File: config.mk
export PLATFORM = sky130hd
export DESIGN_NAME = pb_gpio_irq
export DESIGN_NICKNAME = d
export VERILOG_FILES = /design/src/rtl/pb_gpio_irq_pkg.sv /design/src/rtl/pb_gpio_irq_sync_edge.sv /design/src/rtl/pb_gpio_irq.sv
export SDC_FILE = /design/constraint.sdc
export NUM_CORES = 1
export LEC_CHECK = 0
export BUFFER_PORTS_ARGS = -buffer_cell sky130_fd_sc_hd__buf_4
export CAP_MARGIN = 25
export CORE_MARGIN = 2
export CORE_UTILIZATION = 50
export CTS_BUF_LIST = sky130_fd_sc_hd__clkbuf_2
export DETAILED_ROUTE_END_ITERATION = 16
export PLACE_DENSITY = 0.75
export SLEW_MARGIN = 20
export SYNTH_ARGS = -nofsm -noshare
export SYNTH_HDL_FRONTEND = slang
export SYNTH_SLANG_ARGS = --single-unit
File: constraint.sdc
create_clock -name clk -period 6.1 [get_ports clk]
set_input_delay 1.22 -clock clk [delete_from_list [all_inputs] [get_ports clk]]
set_output_delay 1.22 -clock clk [all_outputs]
set_load 0.02 [all_outputs]
File: src/rtl/pb_gpio_irq_pkg.sv
// ----------------------------------------------------------------------------
// pb_gpio_irq_pkg
//   Shared constants for the PacoBlaze GPIO/interrupt responder:
//   register offsets (relative to BASE_ADDR), reset values and the
//   encoding of the interrupt handshake states.
//   Build option: PB_GPIO_IRQ_ACK_EN selects the acknowledge handshake
//   (uses pb_irq_state_e); otherwise a fixed-length irq pulse is used.
// ----------------------------------------------------------------------------
package pb_gpio_irq_pkg;

  // Register offsets from BASE_ADDR
  localparam logic [7:0] PB_GPIO_DATA_IN  = 8'd0;
  localparam logic [7:0] PB_GPIO_DATA_OUT = 8'd1;
  localparam logic [7:0] PB_GPIO_MASK     = 8'd2;
  localparam logic [7:0] PB_GPIO_FLAGS    = 8'd3;
  localparam logic [7:0] PB_GPIO_EDGE     = 8'd4;

  // Highest decoded offset
  localparam logic [7:0] PB_GPIO_LAST_OFF = PB_GPIO_EDGE;

  // Reset values of the configuration registers
  localparam logic [7:0] PB_GPIO_MASK_RST  = 8'h00;
  localparam logic [7:0] PB_GPIO_FLAGS_RST = 8'h00;
  localparam logic [7:0] PB_GPIO_EDGE_RST  = 8'hFF;

  // Interrupt handshake states (acknowledge build)
  typedef enum logic {
    ST_IDLE = 1'b0,
    ST_REQ  = 1'b1
  } pb_irq_state_e;

endpackage

File: src/rtl/pb_gpio_irq_sync_edge.sv
// ----------------------------------------------------------------------------
// pb_sync_edge
//   8-bit two-flop synchroniser for an asynchronous input port, followed by
//   a "previous value" register and a per-bit edge polarity select.
//   Ports:
//     clk, rst      clock, asynchronous active-high reset
//     i_pins[7:0]   asynchronous input pins
//     i_edge_sel    per-bit polarity: 1 = rising edge, 0 = falling edge
//     o_sync[7:0]   synchronised pin value (second flop)
//     o_event[7:0]  one-cycle event per bit of the selected polarity
// ----------------------------------------------------------------------------
module pb_sync_edge
  import pb_gpio_irq_pkg::*;
(
  input  logic       clk,
  input  logic       rst,
  input  logic [7:0] i_pins,
  input  logic [7:0] i_edge_sel,
  output logic [7:0] o_sync,
  output logic [7:0] o_event
);

  logic [7:0] r_sync1;
  logic [7:0] r_sync2;
  logic [7:0] r_prev;

  // Clearing the chain to zero means a pin already high at reset produces
  // exactly one rising event after release; software relies on seeing it.
  always_ff @(posedge clk or posedge rst) begin
    if (rst) begin
      r_sync1 <= 8'h00;
      r_sync2 <= 8'h00;
      r_prev  <= 8'h00;
    end else begin
      r_sync1 <= i_pins;
      r_sync2 <= r_sync1;
      r_prev  <= r_sync2;
    end
  end

  logic [7:0] w_rise;
  logic [7:0] w_fall;

  assign w_rise  = r_sync2 & ~r_prev;
  assign w_fall  = ~r_sync2 & r_prev;
  assign o_sync  = r_sync2;
  assign o_event = (i_edge_sel & w_rise) | (~i_edge_sel & w_fall);

endmodule

File: src/rtl/pb_gpio_irq.sv
// ----------------------------------------------------------------------------
// pb_gpio_irq
//   Port-bus responder for the PacoBlaze core. Serves five registers at
//   BASE_ADDR..BASE_ADDR+4 (DATA_IN, DATA_OUT, MASK, FLAGS, EDGE), drives a
//   registered output port, samples an asynchronous input port with edge
//   detection and raises the core's interrupt request from masked flags.
//   Build option: PB_GPIO_IRQ_ACK_EN
//     defined   : irq is held until the core acknowledges with iak
//     undefined : irq is a retriggerable pulse of IRQ_PULSE cycles, no iak
//   Ports:
//     clk, rst        clock, asynchronous active-high reset
//     port_id[7:0]    port address from the core
//     write_strobe    write qualifier
//     read_strobe     read qualifier (reads are side-effect free)
//     out_port[7:0]   write data from the core
//     in_port[7:0]    registered read data to the core
//     irq             interrupt request
//     iak             interrupt acknowledge (PB_GPIO_IRQ_ACK_EN only)
//     portA_out[7:0]  general output port
//     portB_in[7:0]   asynchronous general input port
// ----------------------------------------------------------------------------
module pb_gpio_irq
  import pb_gpio_irq_pkg::*;
#(
  parameter logic [7:0] BASE_ADDR = 8'h00,
  parameter logic [7:0] OUT_RESET = 8'h00,
  parameter int         IRQ_PULSE = 4
) (
  input  logic       clk,
  input  logic       rst,
  input  logic [7:0] port_id,
  input  logic       write_strobe,
  input  logic       read_strobe,
  input  logic [7:0] out_port,
  output logic [7:0] in_port,
  output logic       irq,
`ifdef PB_GPIO_IRQ_ACK_EN
  input  logic       iak,
`endif
  output logic [7:0] portA_out,
  input  logic [7:0] portB_in
);

  // Reads are served every cycle from port_id alone, so the strobe is
  // not needed by the datapath.
  logic w_unused_rd;
  assign w_unused_rd = read_strobe;

  // Address decode: offset wraps modulo 256 so any BASE_ADDR works.
  logic [7:0] w_off;
  logic       w_hit;

  assign w_off = port_id - BASE_ADDR;
  assign w_hit = (w_off <= PB_GPIO_LAST_OFF);

  logic w_wr_out;
  logic w_wr_mask;
  logic w_wr_flags;
  logic w_wr_edge;

  assign w_wr_out   = write_strobe && (w_off == PB_GPIO_DATA_OUT);
  assign w_wr_mask  = write_strobe && (w_off == PB_GPIO_MASK);
  assign w_wr_flags = write_strobe && (w_off == PB_GPIO_FLAGS);
  assign w_wr_edge  = write_strobe && (w_off == PB_GPIO_EDGE);

  logic [7:0] r_data_out;
  logic [7:0] r_mask;
  logic [7:0] r_flags;
  logic [7:0] r_edge;
  logic [7:0] r_in_port;

  logic [7:0] w_sync;
  logic [7:0] w_event;

  pb_sync_edge u_sync_edge (
    .clk        (clk),
    .rst        (rst),
    .i_pins     (portB_in),
    .i_edge_sel (r_edge),
    .o_sync     (w_sync),
    .o_event    (w_event)
  );

  // Write-one-to-clear vector; zero unless FLAGS is being written.
  logic [7:0] w_w1c;
  assign w_w1c = w_wr_flags ? out_port : 8'h00;

  // A new interrupt cause is either a fresh enabled event or a MASK write
  // that exposes a flag which was already pending but masked.
  logic w_unmask_evt;
  logic w_new_evt;

  assign w_unmask_evt = w_wr_mask && (|(out_port & ~r_mask & r_flags));
  assign w_new_evt    = (|(w_event & r_mask)) || w_unmask_evt;

  always_ff @(posedge clk or posedge rst) begin
    if (rst) begin
      r_data_out <= OUT_RESET;
      r_mask     <= PB_GPIO_MASK_RST;
      r_flags    <= PB_GPIO_FLAGS_RST;
      r_edge     <= PB_GPIO_EDGE_RST;
    end else begin
      if (w_wr_out)  r_data_out <= out_port;
      if (w_wr_mask) r_mask     <= out_port;
      if (w_wr_edge) r_edge     <= out_port;
      // Set dominates clear so an edge coinciding with a W1C is not lost.
      r_flags <= (r_flags & ~w_w1c) | w_event;
    end
  end

  // Read mux, registered once to give the core one cycle of latency.
  logic [7:0] w_rd_data;

  always_comb begin
    w_rd_data = 8'h00;
    if (w_hit) begin
      case (w_off)
        PB_GPIO_DATA_IN:  w_rd_data = w_sync;
        PB_GPIO_DATA_OUT: w_rd_data = r_data_out;
        PB_GPIO_MASK:     w_rd_data = r_mask;
        PB_GPIO_FLAGS:    w_rd_data = r_flags;
        PB_GPIO_EDGE:     w_rd_data = r_edge;
        default:          w_rd_data = 8'h00;
      endcase
    end
  end

  always_ff @(posedge clk or posedge rst) begin
    if (rst) r_in_port <= 8'h00;
    else     r_in_port <= w_rd_data;
  end

  assign in_port   = r_in_port;
  assign portA_out = r_data_out;

`ifdef PB_GPIO_IRQ_ACK_EN
  pb_irq_state_e r_state;
  pb_irq_state_e w_state_nxt;
  logic          w_irq;

  always_ff @(posedge clk or posedge rst) begin
    if (rst) r_state <= ST_IDLE;
    else     r_state <= w_state_nxt;
  end

  // A cause arriving alongside iak keeps the request asserted, so the
  // event is not lost while the core retires the previous one.
  always_comb begin
    w_state_nxt = r_state;
    w_irq       = 1'b0;
    case (r_state)
      ST_IDLE: begin
        if (w_new_evt) w_state_nxt = ST_REQ;
      end
      ST_REQ: begin
        w_irq = 1'b1;
        if (iak) w_state_nxt = w_new_evt ? ST_REQ : ST_IDLE;
      end
      default: w_state_nxt = ST_IDLE;
    endcase
  end

  assign irq = w_irq;
`else
  localparam int CNT_W = $clog2(IRQ_PULSE + 1);

  logic [CNT_W-1:0] r_cnt;

  // Retriggerable down-counter: each new cause restarts the full pulse.
  always_ff @(posedge clk or posedge rst) begin
    if (rst) begin
      r_cnt <= '0;
    end else if (w_new_evt) begin
      r_cnt <= CNT_W'(IRQ_PULSE);
    end else if (r_cnt != '0) begin
      r_cnt <= r_cnt - CNT_W'(1);
    end
  end

  assign irq = (r_cnt != '0);
`endif

endmodule

# After elaboration in Yosys (flattened, before gate mapping)
# Index checks and enable logic that the tools add are counted.
# totals
output_inout_bits	17
wordCells	46
latchBits	0
regBits	67
memories	0
ram_bits	0
romBits	0
# op_classes
add_sub_neg	1
reduce_logical	11
muxes	5
div_mod_pow	0
n_eq_ne	4
n_shift	0
order_cmp	1
n_mul	0
n_bitwise	15
# op_table
op	count
bitwise AND 8 bit	8
inverter 8 bit	5
case mux 8 bit (5 select lines)	1
== test 8 x 2 -> 1 bit (second input constant)	2
2-to-1 mux 8 bit	2
OR 8 bit	2
OR reduction 8 bit	2
== test 8 x 1 -> 1 bit (second input constant)	1
== test 8 x 3 -> 1 bit (second input constant)	1
less-or-equal comparator 8 x 3 -> 1 bit (second input constant)	1
zero test 8 bit	1
2-to-1 mux 3 bit	2
logical AND 1 bit	5
nonzero test 3 bit	1
subtractor 3 x 1 -> 3 bit (second input constant)	1
nonzero test 2 bit	1
logical OR 1 bit	1

# Logic depth before layout (Yosys ltp)
# logic_depth
word_depth	8
depth_mapped	6
mapped_depth_nobuf	6

# Cells and area by module
# From an unflattened synthesis, not the netlist that was laid out.
# hier_totals
hier_cells	199
hier_area_um2	2847.7
# modules_own_cells
module	seq_area_each_um2	n_inst	area_each_um2	cells_per_inst
pb_gpio_irq	1086.0	1	2063.2	150
pb_sync_edge	600.6	1	784.5	49

# Worst setup path before layout
# Ideal clock, no wire load.
# synth_path
path_type	input to register
from	in port_id[6]
to	reg r_data_out[0], in the netlist portA_out[0]
path_buffers	2
t_required_ns	5.975
setup_time_ns	0.125
arrival_ns	2.787
path_stages	6
slack_ns	3.188
path_cell_list	or4_4 > buf_6 > nor2_2 > and4b_1 > buf_4 > mux2_2
# synth_via
elab_chain_cells	2
# synth_lines
element	line	rtl
start, declared	pb_gpio_irq.sv:31	input logic [7:0] port_id,
== test 8 x 1 -> 1 bit	pb_gpio_irq.sv:61	assign w_wr_out = write_strobe && (w_off == PB_GPIO_DATA_OUT);
logical AND 1 bit	pb_gpio_irq.sv:61	
end signal, assigned	pb_gpio_irq.sv:103	if (w_wr_out) r_data_out <= out_port;
end, declared	pb_gpio_irq.sv:66	logic [7:0] r_data_out;
# No other way between the ends.
# A chain may end at the register's enable or synchronous reset.

# Worst setup path after layout
# layout_path
from	in port_id[6]
to	reg r_data_out[2], in the netlist portA_out[2]
# The elaborated chain is that of the path after synthesis.

==> out/metrics.cfg <==
[outcome]
outcome = completed

[synthesis]
yosysWarnings = 0
synth_top_area_share_pct = 50.0
synthTopCellsByArea = dfrtp_1, mux2_2, dfstp_2
syn-mean-instance-area_um2 = 12.9
synth.yosys.seq_area_share_pct = 57.1
synth_nets = 259
postSynthRegisterBits = 67
synth.distinct_cells = 43
ys.flop_type = dfrtp_1
async_flop_share_pct = 100
synth_top_cell_by_area = dfrtp_1
synth_cells = 229
synth_area_mm2 = 0.00295
synth_edf_count = 0

[route]
dr.first_iter.drc_count = 143
num_vias = 2021
wl_per_cell_um = 17.3
antenna_violating_nets_post_route = 0
wl_um = 6120
drc = 0
firstDrtPassIters = 4
via_per_inst = 5.71

[pwr]
p_comb_share_pct = 15.7
ir_drop_v = 0.000121
switching_power_mw = 0.226
p_clk_share_pct = 24.2
power.internal_mw = 0.592
leakagePower_nw = 1.66
p_total_mw = 0.819
swShare_pct = 27.6
power_density_mw_per_mm2 = 240
power_frac_seq_pct = 60.0

[sta]
clock_skew_ns = 0.0366
hold_viol = 0
whs_ns = 0.367
rsz0062_at_grt = no
fmax_mhz = 332
max_slew.worst_pin.slew_ns = 0.964
slew_headroom_pct = 35.2
setup_viol = 0
fin_crit_ns = 3.01
timing.final.crit_share_pct = 49.3
drv_slew = 0
setup_tns_ns = 0

[critical_path]
path_max_fanout = 9
start_kind = input pin
worstSetupEndpointType = flop
critPathKind = input pin to flop
critPathRequiredTime_ns = 6.47
arrival_ns = 3.38

[clock_tree]
worst_setup_hold_path_clk_slew_ns = 0.15
post_cts_buffers = 0
cts.sinks = 67
cts-root-buf = clkbuf_2
ctsResizeCount = 0
clockBufferDepth = 2
cts_hold_buffers = 0
h-tree-depth = 3
numCtsBuffers = 9
clkLatencyLatePin_ns = 0.50
cts_tree = yes

[floorplan]
dieHeight_um = 80.8
core_area_mm2 = 0.00561
start_util_pct = 52.6
die_w_um = 80.8
io_pins = 45
die_area_mm2 = 0.00653
rows = 27

[finish]
area_growth_pct = 15.7
nets = 308
layout_common_cells = dfrtp_1, buf_4, mux2_2
layout.cells.most_common = dfrtp_1
antenna_cells = 0
drive_above_1_share_pct = 36.2
finish.utilization_pct = 60.9

[grt]
grt_pass1_vias = 2003
gr-usage-all-layers_pct = 20.7
grt_start_max_net_pins = 68
grt_overflow = 0
grt_pass1_wl_um = 9720
antenna_found_initial = 0

[run]
cap_violations = 0

[placed_design]
place.gp.congestion = 0.803
post-dp-hpwl_um = 4150
numPortBuffers = 43

[hold_path]
hp-class = flop to flop

[routing by layer]
| metal | part of all wire [%] | GRT usage (%) | vias to the layer above |
|---|---|---|---|
| li1 | - | - | 953 |
| met1 | 44 | 27.2 | 996 |
| met2 | 48 | 32.2 | 61 |
| met3 | 5.8 | 6.00 | 11 |
| met4 | 1.5 | 8.98 | 0 |
| met5 | 0 | 0 | - |
[per-stage QoR]
stage / area [um^2] / setup slack, ns / std cells
after detailed placement: 3340 / 2.61 / 339
after global placement: 3340 / 2.58 / 339
final: 3420 / 3.09 / 354
after floorplan: 2950 / 3.19 / 229
after global routing: 3420 / 3.03 / 354
after CTS: 3420 / 3.14 / 354
[layout make-up]
| cell class | instances | area (um^2) |
|---|---|---|
| tap | 72 | 90.1 |
| fill | 481 | 2190 |
| timing repair buffer | 45 | 338 |
| sequential | 67 | 1690 |
| inverter | 12 | 45.0 |
| multi-input combinational | 143 | 1180 |
| clock buffer | 13 | 65.1 |
| clock inverter | 2 | 8.76 |
[registers in the layout, indices dropped and copies added (netlist names)]
register	cells
u_sync_edge.r_prev	8
portA_out	8
u_sync_edge.o_sync	8
u_sync_edge.r_sync1	8
r_mask	8
in_port	8
r_flags	8
r_edge	8
r_cnt	3
[cells by family after synthesis]
kind of cell | after synthesis | share of synthesized area [%]
compound gates | 50 | 13.2
xor+xnor | 1 | 0.297
fa+ha+maj | 2 | 0.848
buf+inv | 19 | 2.80
flops | 67 | 57.1
mux | 25 | 9.54
simple gates | 65 | 16.2
[power groups by stage]
stage          Combinational [mW]  Clock (mW)  Sequential [mW]
6_report                    0.129       0.198            0.491
3_3_place_gp                0.127           0            0.499
5_1_grt                     0.145       0.223            0.495
2_1_floorplan              0.0854           0            0.498
3_5_place_dp                0.130           0            0.500
4_1_cts                     0.131       0.206            0.491
[worst paths after layout]
check	start	endpoint	slack [ns]	depth (start not counted)
setup / recovery	port_id[6]	portA_out[2]	3.09	5
hold / removal	u_sync_edge.r_sync1[0]	u_sync_edge.o_sync[0]	0.37	0
setup reg to reg	r_edge[6]	r_cnt[2]	4.21	4
hold reg to reg	u_sync_edge.r_sync1[0]	u_sync_edge.o_sync[0]	0.37	0
max in group asynchronous	rst	u_sync_edge.o_sync[5]	4.61	3
min in group asynchronous	rst	u_sync_edge.r_sync1[4]	0.93	3
[cells in the mapped netlist (2+ instances only)]
cell type and instances:
nand3b_1 9, dfrtp_1 59, dfstp_2 8, and2_1 3, o21ai_0 2, mux2_2 25, a21o_1 8, nor3b_1 7
nor4_1 2, nor2b_1 7, a22o_1 7, a211o_1 4, nor4bb_1 4, a22oi_1 8, and3b_1 3, ha_1 2
nand2b_1 2, a221o_1 4, inv_1 12, nor2_1 4, o21a_1 2, nand2_1 14, clkbuf_1 4, nor4_4 2
o22ai_1 9
[worst max-delay path, stage by stage]
cell	delay, ns
buf_4	0.11
or4_4	0.62
nor2_2	0.39
and4b_1	0.64
mux2_2	0.40
No activity file was read; power rests on OpenSTA's default activity.
